<file path="src/rtl/reg_access_ctrl_if.sv">
// ---------------------------------------------------------------------------
// reg_access_ctrl_if
// Request/response bundle between a requester and reg_access_ctrl.
//
// Handshake rules (both channels):
//   A transfer happens on a rising clk edge where valid and ready are both 1.
//   Once valid is raised it stays high, with its payload unchanged, until
//   that transfer edge. ready may be raised or lowered at any time and does
//   not depend on valid combinationally.
//
// Signals
//   req_valid/req_ready : request channel handshake
//   req_wr              : 1 = write, 0 = read pair
//   req_waddr/req_wdata : write target and data
//   req_raddr1/2        : read pair addresses
//   rsp_valid/rsp_ready : response channel handshake
//   rsp_data1/2         : captured read data
//   rsp_err             : write read-back mismatch (verify builds only)
//
// Modports: master = requester side, slave = controller side.
// ---------------------------------------------------------------------------
interface reg_access_ctrl_if #(
  parameter int DATA_W = 8,
  parameter int ADDR_W = 4
);
  logic              req_valid;
  logic              req_ready;
  logic              req_wr;
  logic [ADDR_W-1:0] req_waddr;
  logic [DATA_W-1:0] req_wdata;
  logic [ADDR_W-1:0] req_raddr1;
  logic [ADDR_W-1:0] req_raddr2;
  logic              rsp_valid;
  logic              rsp_ready;
  logic [DATA_W-1:0] rsp_data1;
  logic [DATA_W-1:0] rsp_data2;
  logic              rsp_err;

  modport master (
    output req_valid, req_wr, req_waddr, req_wdata, req_raddr1, req_raddr2,
    output rsp_ready,
    input  req_ready, rsp_valid, rsp_data1, rsp_data2, rsp_err
  );

  modport slave (
    input  req_valid, req_wr, req_waddr, req_wdata, req_raddr1, req_raddr2,
    input  rsp_ready,
    output req_ready, rsp_valid, rsp_data1, rsp_data2, rsp_err
  );
endinterface

</file>
<file path="src/rtl/reg_access_ctrl.sv">
// ---------------------------------------------------------------------------
// reg_access_ctrl
// Sequences single register-file accesses: a write, or a read of two
// registers. Each access walks SETUP (address/data settle for SETUP_CYCLES
// cycles) -> STROBE (one-cycle registered strobe) -> RELEASE, then a read
// captures the register-file outputs in CAPTURE and the result is offered
// in RESP until the requester takes it.
//
// Optional feature (macro RFC_WRITE_VERIFY_EN): every write is followed by
// a read-back of the written register; rsp_err flags a mismatch and
// rsp_data1/2 carry the read-back value. Without the macro rsp_err is 0.
//
// Ports
//   clk, rst_n          : clock, asynchronous active-low reset
//   bus (slave)         : request/response channels (reg_access_ctrl_if)
//   rf_write_en         : write strobe, high only in STROBE of a write phase
//   rf_read_en          : read strobe, high only in STROBE of a read phase
//   rf_write_addr/data  : write address/data bus
//   rf_read1/2_addr     : read address buses
//   rf_read1/2_data     : register-file read results
//   dbg_state           : current FSM state encoding
//
// Parameters: DATA_W, ADDR_W, SETUP_CYCLES (1..4).
//
// Timing (SETUP_CYCLES = 1, accept at edge T): the FSM reaches RESP at
// T+4 for reads and T+3 for writes; rsp_valid is a registered output raised
// on the following edge, so it is first high after T+5 / T+4.
// ---------------------------------------------------------------------------
module reg_access_ctrl #(
  parameter int DATA_W       = 8,
  parameter int ADDR_W       = 4,
  parameter int SETUP_CYCLES = 1
) (
  input  logic              clk,
  input  logic              rst_n,
  reg_access_ctrl_if.slave  bus,
  output logic              rf_write_en,
  output logic              rf_read_en,
  output logic [ADDR_W-1:0] rf_write_addr,
  output logic [ADDR_W-1:0] rf_read1_addr,
  output logic [ADDR_W-1:0] rf_read2_addr,
  output logic [DATA_W-1:0] rf_write_data,
  input  logic [DATA_W-1:0] rf_read1_data,
  input  logic [DATA_W-1:0] rf_read2_data,
  output logic [2:0]        dbg_state
);

  typedef enum logic [2:0] {
    S_IDLE    = 3'd0,
    S_SETUP   = 3'd1,
    S_STROBE  = 3'd2,
    S_RELEASE = 3'd3,
    S_CAPTURE = 3'd4,
    S_RESP    = 3'd5
  } state_t;

  // Counter is loaded with SETUP_CYCLES-1 so SETUP lasts SETUP_CYCLES cycles.
  localparam logic [2:0] SETUP_LOAD = 3'(SETUP_CYCLES - 1);

  state_t            state, state_nxt;
  logic              phase_rd, phase_rd_nxt;   // 1 = current phase is a read
  logic [2:0]        setup_cnt, setup_cnt_nxt;
  logic              accept;

  logic              req_ready_q;
  logic              rsp_valid_q;
  logic [DATA_W-1:0] rsp_data1_q;
  logic [DATA_W-1:0] rsp_data2_q;

  assign bus.req_ready = req_ready_q;
  assign bus.rsp_valid = rsp_valid_q;
  assign bus.rsp_data1 = rsp_data1_q;
  assign bus.rsp_data2 = rsp_data2_q;
  assign dbg_state     = state;

  // -------------------------------------------------------------------------
  // Next-state logic
  // -------------------------------------------------------------------------
  always_comb begin
    state_nxt     = state;
    phase_rd_nxt  = phase_rd;
    setup_cnt_nxt = setup_cnt;
    accept        = 1'b0;
    case (state)
      S_IDLE: begin
        // req_ready is low during the first cycle after reset release, so
        // gating on it keeps that cycle from accepting.
        if (req_ready_q && bus.req_valid) begin
          accept        = 1'b1;
          state_nxt     = S_SETUP;
          phase_rd_nxt  = ~bus.req_wr;
          setup_cnt_nxt = SETUP_LOAD;
        end
      end
      S_SETUP: begin
        if (setup_cnt == 3'd0) begin
          state_nxt = S_STROBE;
        end else begin
          setup_cnt_nxt = setup_cnt - 3'd1;
        end
      end
      S_STROBE: begin
        state_nxt = S_RELEASE;
      end
      S_RELEASE: begin
        if (phase_rd) begin
          state_nxt = S_CAPTURE;
        end else begin
`ifdef RFC_WRITE_VERIFY_EN
          // Write done: read the same register back before responding.
          state_nxt     = S_SETUP;
          phase_rd_nxt  = 1'b1;
          setup_cnt_nxt = SETUP_LOAD;
`else
          state_nxt = S_RESP;
`endif
        end
      end
      S_CAPTURE: begin
        state_nxt = S_RESP;
      end
      S_RESP: begin
        if (rsp_valid_q && bus.rsp_ready) begin
          state_nxt = S_IDLE;
        end
      end
      default: begin
        state_nxt = S_IDLE;
      end
    endcase
  end

  // -------------------------------------------------------------------------
  // State register and registered control outputs
  // -------------------------------------------------------------------------
  always_ff @(posedge clk or negedge rst_n) begin
    if (!rst_n) begin
      state       <= S_IDLE;
      phase_rd    <= 1'b0;
      setup_cnt   <= 3'd0;
      req_ready_q <= 1'b0;
      rf_write_en <= 1'b0;
      rf_read_en  <= 1'b0;
    end else begin
      state       <= state_nxt;
      phase_rd    <= phase_rd_nxt;
      setup_cnt   <= setup_cnt_nxt;
      req_ready_q <= (state_nxt == S_IDLE);
      // Strobes decoded from the next state so they are flop outputs that
      // line up exactly with the STROBE cycle.
      rf_write_en <= (state_nxt == S_STROBE) && !phase_rd_nxt;
      rf_read_en  <= (state_nxt == S_STROBE) &&  phase_rd_nxt;
    end
  end

  // -------------------------------------------------------------------------
  // Request field registers: rf_* buses hold these for the whole access.
  // -------------------------------------------------------------------------
`ifdef RFC_WRITE_VERIFY_EN
  logic wr_q;
`endif

  always_ff @(posedge clk or negedge rst_n) begin
    if (!rst_n) begin
      rf_write_addr <= '0;
      rf_write_data <= '0;
      rf_read1_addr <= '0;
      rf_read2_addr <= '0;
`ifdef RFC_WRITE_VERIFY_EN
      wr_q          <= 1'b0;
`endif
    end else if (accept) begin
      rf_write_addr <= bus.req_waddr;
      rf_write_data <= bus.req_wdata;
`ifdef RFC_WRITE_VERIFY_EN
      wr_q          <= bus.req_wr;
      // The read-back phase reads the write target on both ports.
      rf_read1_addr <= bus.req_wr ? bus.req_waddr : bus.req_raddr1;
      rf_read2_addr <= bus.req_wr ? bus.req_waddr : bus.req_raddr2;
`else
      rf_read1_addr <= bus.req_raddr1;
      rf_read2_addr <= bus.req_raddr2;
`endif
    end
  end

  // -------------------------------------------------------------------------
  // Response path
  // -------------------------------------------------------------------------
  always_ff @(posedge clk or negedge rst_n) begin
    if (!rst_n) begin
      rsp_valid_q <= 1'b0;
    end else if (rsp_valid_q) begin
      if (bus.rsp_ready) begin
        rsp_valid_q <= 1'b0;
      end
    end else if (state == S_RESP) begin
      rsp_valid_q <= 1'b1;
    end
  end

  always_ff @(posedge clk or negedge rst_n) begin
    if (!rst_n) begin
      rsp_data1_q <= '0;
      rsp_data2_q <= '0;
    end else if (state == S_CAPTURE) begin
      rsp_data1_q <= rf_read1_data;
      rsp_data2_q <= rf_read2_data;
    end
  end

`ifdef RFC_WRITE_VERIFY_EN
  logic rsp_err_q;

  always_ff @(posedge clk or negedge rst_n) begin
    if (!rst_n) begin
      rsp_err_q <= 1'b0;
    end else if (state == S_CAPTURE) begin
      // Plain reads always report no error.
      rsp_err_q <= wr_q && (rf_read1_data != rf_write_data);
    end
  end

  assign bus.rsp_err = rsp_err_q;
`else
  assign bus.rsp_err = 1'b0;
`endif

endmodule

</file>
<file path="src/flat_wrapper.sv">
// flat-port wrapper written by rule: the top's interface ports become plain ports
module reg_access_ctrl_flat 
#(
  parameter int DATA_W       = 8,
  parameter int ADDR_W       = 4,
  parameter int SETUP_CYCLES = 1
)
  (clk, rst_n, rf_write_en, rf_read_en, rf_write_addr, rf_read1_addr, rf_read2_addr, rf_write_data, rf_read1_data, rf_read2_data, dbg_state, bus_req_valid, bus_req_wr, bus_req_waddr, bus_req_wdata, bus_req_raddr1, bus_req_raddr2, bus_rsp_ready, bus_req_ready, bus_rsp_valid, bus_rsp_data1, bus_rsp_data2, bus_rsp_err);
  reg_access_ctrl_if #(.DATA_W(DATA_W), .ADDR_W(ADDR_W)) bus_i ();
  input  logic clk;
  input  logic rst_n;
  output logic rf_write_en;
  output logic rf_read_en;
  output logic [ADDR_W-1:0] rf_write_addr;
  output logic [ADDR_W-1:0] rf_read1_addr;
  output logic [ADDR_W-1:0] rf_read2_addr;
  output logic [DATA_W-1:0] rf_write_data;
  input  logic [DATA_W-1:0] rf_read1_data;
  input  logic [DATA_W-1:0] rf_read2_data;
  output logic [2:0] dbg_state;
  input wire logic [$bits(bus_i.req_valid)-1:0] bus_req_valid;
  input wire logic [$bits(bus_i.req_wr)-1:0] bus_req_wr;
  input wire logic [$bits(bus_i.req_waddr)-1:0] bus_req_waddr;
  input wire logic [$bits(bus_i.req_wdata)-1:0] bus_req_wdata;
  input wire logic [$bits(bus_i.req_raddr1)-1:0] bus_req_raddr1;
  input wire logic [$bits(bus_i.req_raddr2)-1:0] bus_req_raddr2;
  input wire logic [$bits(bus_i.rsp_ready)-1:0] bus_rsp_ready;
  output wire logic [$bits(bus_i.req_ready)-1:0] bus_req_ready;
  output wire logic [$bits(bus_i.rsp_valid)-1:0] bus_rsp_valid;
  output wire logic [$bits(bus_i.rsp_data1)-1:0] bus_rsp_data1;
  output wire logic [$bits(bus_i.rsp_data2)-1:0] bus_rsp_data2;
  output wire logic [$bits(bus_i.rsp_err)-1:0] bus_rsp_err;
  assign bus_i.req_valid = bus_req_valid;
  assign bus_i.req_wr = bus_req_wr;
  assign bus_i.req_waddr = bus_req_waddr;
  assign bus_i.req_wdata = bus_req_wdata;
  assign bus_i.req_raddr1 = bus_req_raddr1;
  assign bus_i.req_raddr2 = bus_req_raddr2;
  assign bus_i.rsp_ready = bus_rsp_ready;
  assign bus_req_ready = bus_i.req_ready;
  assign bus_rsp_valid = bus_i.rsp_valid;
  assign bus_rsp_data1 = bus_i.rsp_data1;
  assign bus_rsp_data2 = bus_i.rsp_data2;
  assign bus_rsp_err = bus_i.rsp_err;
  reg_access_ctrl #(.DATA_W(DATA_W), .ADDR_W(ADDR_W), .SETUP_CYCLES(SETUP_CYCLES)) u_core (.clk(clk), .rst_n(rst_n), .bus(bus_i), .rf_write_en(rf_write_en), .rf_read_en(rf_read_en), .rf_write_addr(rf_write_addr), .rf_read1_addr(rf_read1_addr), .rf_read2_addr(rf_read2_addr), .rf_write_data(rf_write_data), .rf_read1_data(rf_read1_data), .rf_read2_data(rf_read2_data), .dbg_state(dbg_state));
endmodule
</file>
<file path="config.mk">
export PLATFORM = sky130hd
export DESIGN_NAME = reg_access_ctrl_flat
export DESIGN_NICKNAME = d
export VERILOG_FILES = /design/src/rtl/reg_access_ctrl_if.sv /design/src/rtl/reg_access_ctrl.sv /design/src/flat_wrapper.sv
export SDC_FILE = /design/constraint.sdc
export NUM_CORES = 1
export LEC_CHECK = 0
export CAP_MARGIN = 10
export CORE_MARGIN = 1
export CORE_UTILIZATION = 35
export DETAILED_ROUTE_END_ITERATION = 10
export HOLD_SLACK_MARGIN = 0.02
export PLACE_DENSITY = 0.68
export SYNTH_ARGS = -nofsm -noshare
export SYNTH_HDL_FRONTEND = slang
export SYNTH_SLANG_ARGS = --single-unit
</file>
<file path="constraint.sdc">
create_clock -name clk -period 2.2 [get_ports clk]
set_input_delay 0.33 -clock clk [delete_from_list [all_inputs] [get_ports clk]]
set_output_delay 0.33 -clock clk [all_outputs]
set_load 0.01 [all_outputs]
</file>
==> impl_metrics.json, run 1 <==
{
  "cts_sinks": 47,
  "min_period_over_period": 0.823,
  "vias": 1378,
  "critPathMaxFanout": 12,
  "cts_buffer_depth": 2,
  "layout_min_cycle_time_ns": 1.81,
  "yosysUniqueCellTypes": 32,
  "p_seq_frac": 0.365,
  "worstSetupPathType": "reg2reg",
  "gp_congestion": 0.715,
  "rr_endpoint": "u_core.rf_write_data[6]",
  "setup_viol": 0,
  "cap_violations": 0,
  "rsz0062_at_grt": "no",
  "outcome": "complete, no violations",
  "fillers": 483,
  "end_kind": "flop",
  "hold_path_depth": 1,
  "pwr-share-clk": 0.121,
  "firstDrtPassIters": 4,
  "intPower_uw": 2880,
  "nets": 268,
  "start_util": 0.367,
  "ys_warn_count": 0,
  "synth.ff_latch_count": 47,
  "cts_tree": "built",
  "ctsResizeCount": 0,
  "final_core_util": 0.546,
  "power_density_nw_per_um2": 1400,
  "dp_hpwl_mm": 2.98,
  "drc": 0,
  "p_comb_frac": 0.515,
  "switchingPower_uw": 1340,
  "cts_setup_buffers": 0,
  "critPathLaunchType": "flop",
  "hold_buffers": 1,
  "synthArstFlopShare": 1.00,
  "syn_nets": 178,
  "ant_nets": 0,
  "first_iter_violations": 29,
  "tns_ns": 0,
  "rrSetupSlack_ns": 0.39,
  "grt_pass1_wl_mm": 6.87,
  "fin_area_um2": 3020,
  "reg2regPathDepth": 4,
  "grt-ovfl-total": 0,
  "grt_max_degree": 18,
  "die_y_um": 78.2,
  "clock.fmax_mhz": 552,
  "setup_slack_ns": 0.389,
  "port_buffers": 83,
  "final_cell_mix": "clkdlybuf4s50_1, dfrtp_1, mux2_4",
  "skew_ns": 0.00474,
  "layout-drive-gt1-share": 0.235,
  "clkTransAtPathRegs_ns": 0.09,
  "layout_commonest_cell": "clkdlybuf4s50_1",
  "die-area_um2": 6120,
  "p_leak_uw": 0.00130,
  "clk_latency_ns": 0.29,
  "die_w_um": 78.2,
  "synth_edf_count": 0,
  "io_pins": 85,
  "hold_start": "u_core.setup_cnt[0]",
  "hold_path.class": "reg2reg",
  "hold_viol": 0,
  "cts_max_level": 2,
  "fp-row-count": 27,
  "arrival_ns": 1.99,
  "area_growth_pct": 48.7,
  "syn_inst": 135,
  "grt_pass1_vias": 1434,
  "vias_per_cell": 4.62,
  "cts_buffers": 5,
  "worstReg2RegStart": "u_core.dbg_state[2]",
  "wl_per_cell_um": 13.8,
  "yosysSeqAreaShare": 0.578,
  "synth-main-ff-cell": "dfrtp_1",
  "core_um2": 5540,
  "hold_end": "u_core.setup_cnt[0]",
  "ir_drop_uv": 607,
  "dp_slack_ns": 0.310,
  "diodes": 0,
  "grt_usage": 0.142,
  "required_ns": 2.38,
  "place_area_um2": 2920,
  "drv_slew": 0,
  "synth.avg_cell_area_um2": 15.1,
  "netSwitchingFraction": 0.317,
  "synth_area_um2": 2030,
  "root_buffer": "clkbuf_8",
  "antenna_found_initial": 0,
  "wirelength_mm": 4.10
}
[cell families after synthesis]
logic type,share of synthesized area
buffers and inverters,0.0443
multiplexers,0.247
flip-flops,0.578
other,0.00184
adder cells (fa/ha/maj),0.0123
AO/OA/AOI/OAI,0.0345
AND/OR/NAND/NOR,0.0812
[routing by layer]
layer  global-route usage  share of wire
met3               0.0360          0.069
met4               0.0333         0.0037
met5                    0              0
met1                0.207           0.50
met2                0.211           0.43
[layout make-up]
cell class | count | area [um^2] | area share
flip-flops and latches | 47 | 1180 | 0.389
repair buffers | 90 | 893 | 0.296
multi-input cells | 79 | 767 | 0.254
well taps | 72 | 90.1 | 0.0298
clock buffers | 5 | 68.8 | 0.0228
clock inverters | 3 | 20.0 | 0.00662
inverters | 2 | 7.51 | 0.00248
[how the worst max path moves through the flow]
stage                         from                 endpoint  slack [ns]  cells past startpoint
2_1_floorplan  u_core.dbg_state[1]  u_core.rf_read1_addr[3]        0.50                      5
3_3_place_gp         bus_req_valid  u_core.rf_read1_addr[3]        0.34                      5
3_5_place_dp         bus_req_valid  u_core.rf_write_data[6]        0.31                      5
4_1_cts        u_core.dbg_state[2]  u_core.rf_write_data[6]        0.38                      4
5_1_grt        u_core.dbg_state[2]  u_core.rf_write_data[6]        0.33                      4
6_report       u_core.dbg_state[2]  u_core.rf_write_data[6]        0.39                      4
[flip-flops by register name, summed over array words and instances (netlist names), 3 cells and up]
register,cells
u_core.dbg_state,3
u_core.rf_read1_addr,4
u_core.rf_write_addr,4
u_core.bus.rsp_data2,8
u_core.rf_write_data,8
u_core.setup_cnt,3
u_core.rf_read2_addr,4
u_core.bus.rsp_data1,8
[cell usage after synthesis, types with 2 or more instances]
cell,number,share of area
buf_4,2,0.0074
mux2_4,18,0.13
nor3_1,2,0.0049
a211oi_1,2,0.0074
buf_6,2,0.011
mux2i_1,3,0.015
nand2_1,10,0.018
nor2b_1,4,0.012
dfrtp_1,47,0.58
mux2_2,17,0.094
buf_12,2,0.020
inv_1,2,0.0037
ha_1,2,0.012
o21ai_0,2,0.0049
a21oi_1,3,0.0074
[critical path, cell delays in order, from the launching register on]
cell,delay (ns)
dfrtp_1,0.49
or3_4,0.41
nor2_8,0.29
buf_12,0.20
mux2_4,0.31
[stage by stage]
stage / hold WS (ns) / power (uW) / cells
finish: 0.459 / 4220 / 298
global placement: 0.254 / 3710 / 289
detailed placement: 0.253 / 3740 / 289
CTS: 0.468 / 4280 / 298
floorplan: 0.0344 / 2740 / 135
global route: 0.489 / 4510 / 298
[power by group through the flow]
stage	Combinational [uW]	Clock [uW]	Sequential, uW
global route	2330	574	1610
global placement	2150	0	1550
floorplan	1030	0	1710
finish	2170	509	1540
CTS	2190	536	1550
detailed placement	2180	0	1560
Note: power is estimated with default switching activity, not from simulation.
==> run 2: changes to the inputs <==
- clock period: 2.2 -> 1.75 ns (I/O delays scaled with it)
==> run 2 against run 1 <==
  * Hold slack worse by 0.041 ns
  * Global-route usage is 0.74 points higher
  * Register-to-register slack got worse by 0.27 ns
  * Die area unchanged
  * Cell count is 1.0% higher
  * Critical endpoint is now dbg_state[0]
  * Largest power group unchanged
  * Combinational power up 31%
  * Clock-buffer cell count grew 1
  * Clock power increased by 38%
  * Via count increased by 2.4%
  * Critical path depth fell by 2
==> impl_metrics.json, run 2 (synthesis gave the netlist of run 1 again) <==
{
  "outcome": "complete, no violations",
  "p_leak_uw": 0.00132,
  "drc": 0,
  "skew_ns": 0.00435,
  "critPathLaunchType": "flop",
  "dp_hpwl_mm": 3.03,
  "die_y_um": 78.2,
  "holdWs_ns": 0.418,
  "cap_violations": 0,
  "grt_pass1_vias": 1419,
  "clkTransAtPathRegs_ns": 0.09,
  "ant_nets": 0,
  "wl_per_cell_um": 14.0,
  "fillers": 493,
  "cp_slowest_cell": "clkdlybuf4s50_1",
  "gp_congestion": 0.692,
  "grt_usage": 0.150,
  "layout-drive-gt1-share": 0.245,
  "first_iter_violations": 55,
  "ir_drop_uv": 812,
  "drv_slew": 0,
  "root_buffer": "clkbuf_8",
  "hold_viol": 0,
  "hold_buffers": 1,
  "firstDrtPassIters": 4,
  "nets": 271,
  "core_um2": 5540,
  "required_ns": 1.49,
  "end_kind": "output port",
  "tns_ns": 0,
  "io_pins": 85,
  "critical-path-max-stage-delay_ns": 0.55,
  "fp-row-count": 27,
  "diodes": 0,
  "vias": 1411,
  "cts_setup_buffers": 0,
  "start_util": 0.367,
  "die_w_um": 78.2,
  "setup_viol": 0,
  "final_cell_mix": "clkdlybuf4s50_1, dfrtp_1, mux2_4",
  "port_buffers": 83,
  "grt-ovfl-total": 0,
  "clk_latency_ns": 0.30,
  "arrival_ns": 1.38,
  "rsz0062_at_grt": "no",
  "min_period_over_period": 0.937,
  "vias_per_cell": 4.69,
  "antenna_found_initial": 0,
  "cts_max_level": 2,
  "ctsResizeCount": 0,
  "grt_max_degree": 21,
  "cts_tree": "built",
  "cts_buffer_depth": 2,
  "cts_sinks": 47,
  "worstSetupPathType": "reg2out",
  "wirelength_mm": 4.21,
  "power_density_nw_per_um2": 1770,
  "hold_path.class": "in2async",
  "clock.fmax_mhz": 610,
  "cts_buffers": 5,
  "grt_pass1_wl_mm": 6.96,
  "layout_min_cycle_time_ns": 1.64,
  "layout_commonest_cell": "clkdlybuf4s50_1",
  "critPathMaxFanout": 9,
  "die-area_um2": 6120,
  "area_growth_pct": 50.9,
  "crit_chain": "buf_4 -> clkdlybuf4s50_1"
}
==> run 2: final timing paths <==
path / slack (ns) / from / end / depth (start not counted)
hold reg to reg: 0.46 / u_core.setup_cnt[0] / u_core.setup_cnt[0] / 1
setup reg to reg: 0.12 / u_core.dbg_state[1] / u_core.rf_read1_addr[0] / 4
hold / removal: 0.42 / rst_n / u_core.rf_write_data[6] / 2
max in group asynchronous: 0.77 / rst_n / u_core.bus.rsp_data1[5] / 3
min in group clk: 0.46 / u_core.setup_cnt[0] / u_core.setup_cnt[0] / 1
setup / recovery: 0.11 / u_core.dbg_state[0] / dbg_state[0] / 2
==> run 2: critical path: cells and delay by family (launching register included) <==
kind | cells | cell delay, ns
flip-flops | 1 | 0.35
buffers and inverters | 2 | 0.72
==> run 2: layout make-up <==
type	instances	area, um^2	share of cell area
clock inverters	2	16.3	0.00530
well taps	72	90.1	0.0294
inverters	2	7.51	0.00245
clock buffers	6	82.6	0.0269
flip-flops and latches	47	1180	0.383
repair buffers	93	928	0.303
multi-input cells	79	767	0.250
==> run 2: per-stage QoR <==
stage | power [uW] | instance area [um^2] | setup slack, ns | instances | utilization
6_report | 5440 | 3070 | 0.111 | 301 | 0.554
5_1_grt | 5820 | 3070 | 0.0526 | 301 | 0.554
4_1_cts | 5520 | 3070 | 0.0879 | 301 | 0.554
3_5_place_dp | 4790 | 2960 | 0.0447 | 292 | 0.534
3_3_place_gp | 4740 | 2960 | 0.0733 | 292 | 0.534
2_1_floorplan | 3450 | 2030 | 0.0525 | 135 | -
==> run 2: power breakdown <==
group	internal [uW]	switching (uW)	leakage [uW]
registers	1630	278	0.000568
clock network	323	378	0.0000474
logic	1780	1060	0.000705
total	3730	1710	0.00132
==> run 2: routing by layer <==
layer / part of all wire / up-vias / wire length (um) / global-route usage
li1: - / 652 / - / -
met1: 0.47 / 685 / 1970 / 0.203
met2: 0.44 / 65 / 1850 / 0.221
met3: 0.076 / 9 / 319 / 0.0430
met4: 0.017 / 0 / 71 / 0.0667
met5: 0 / - / 0 / 0
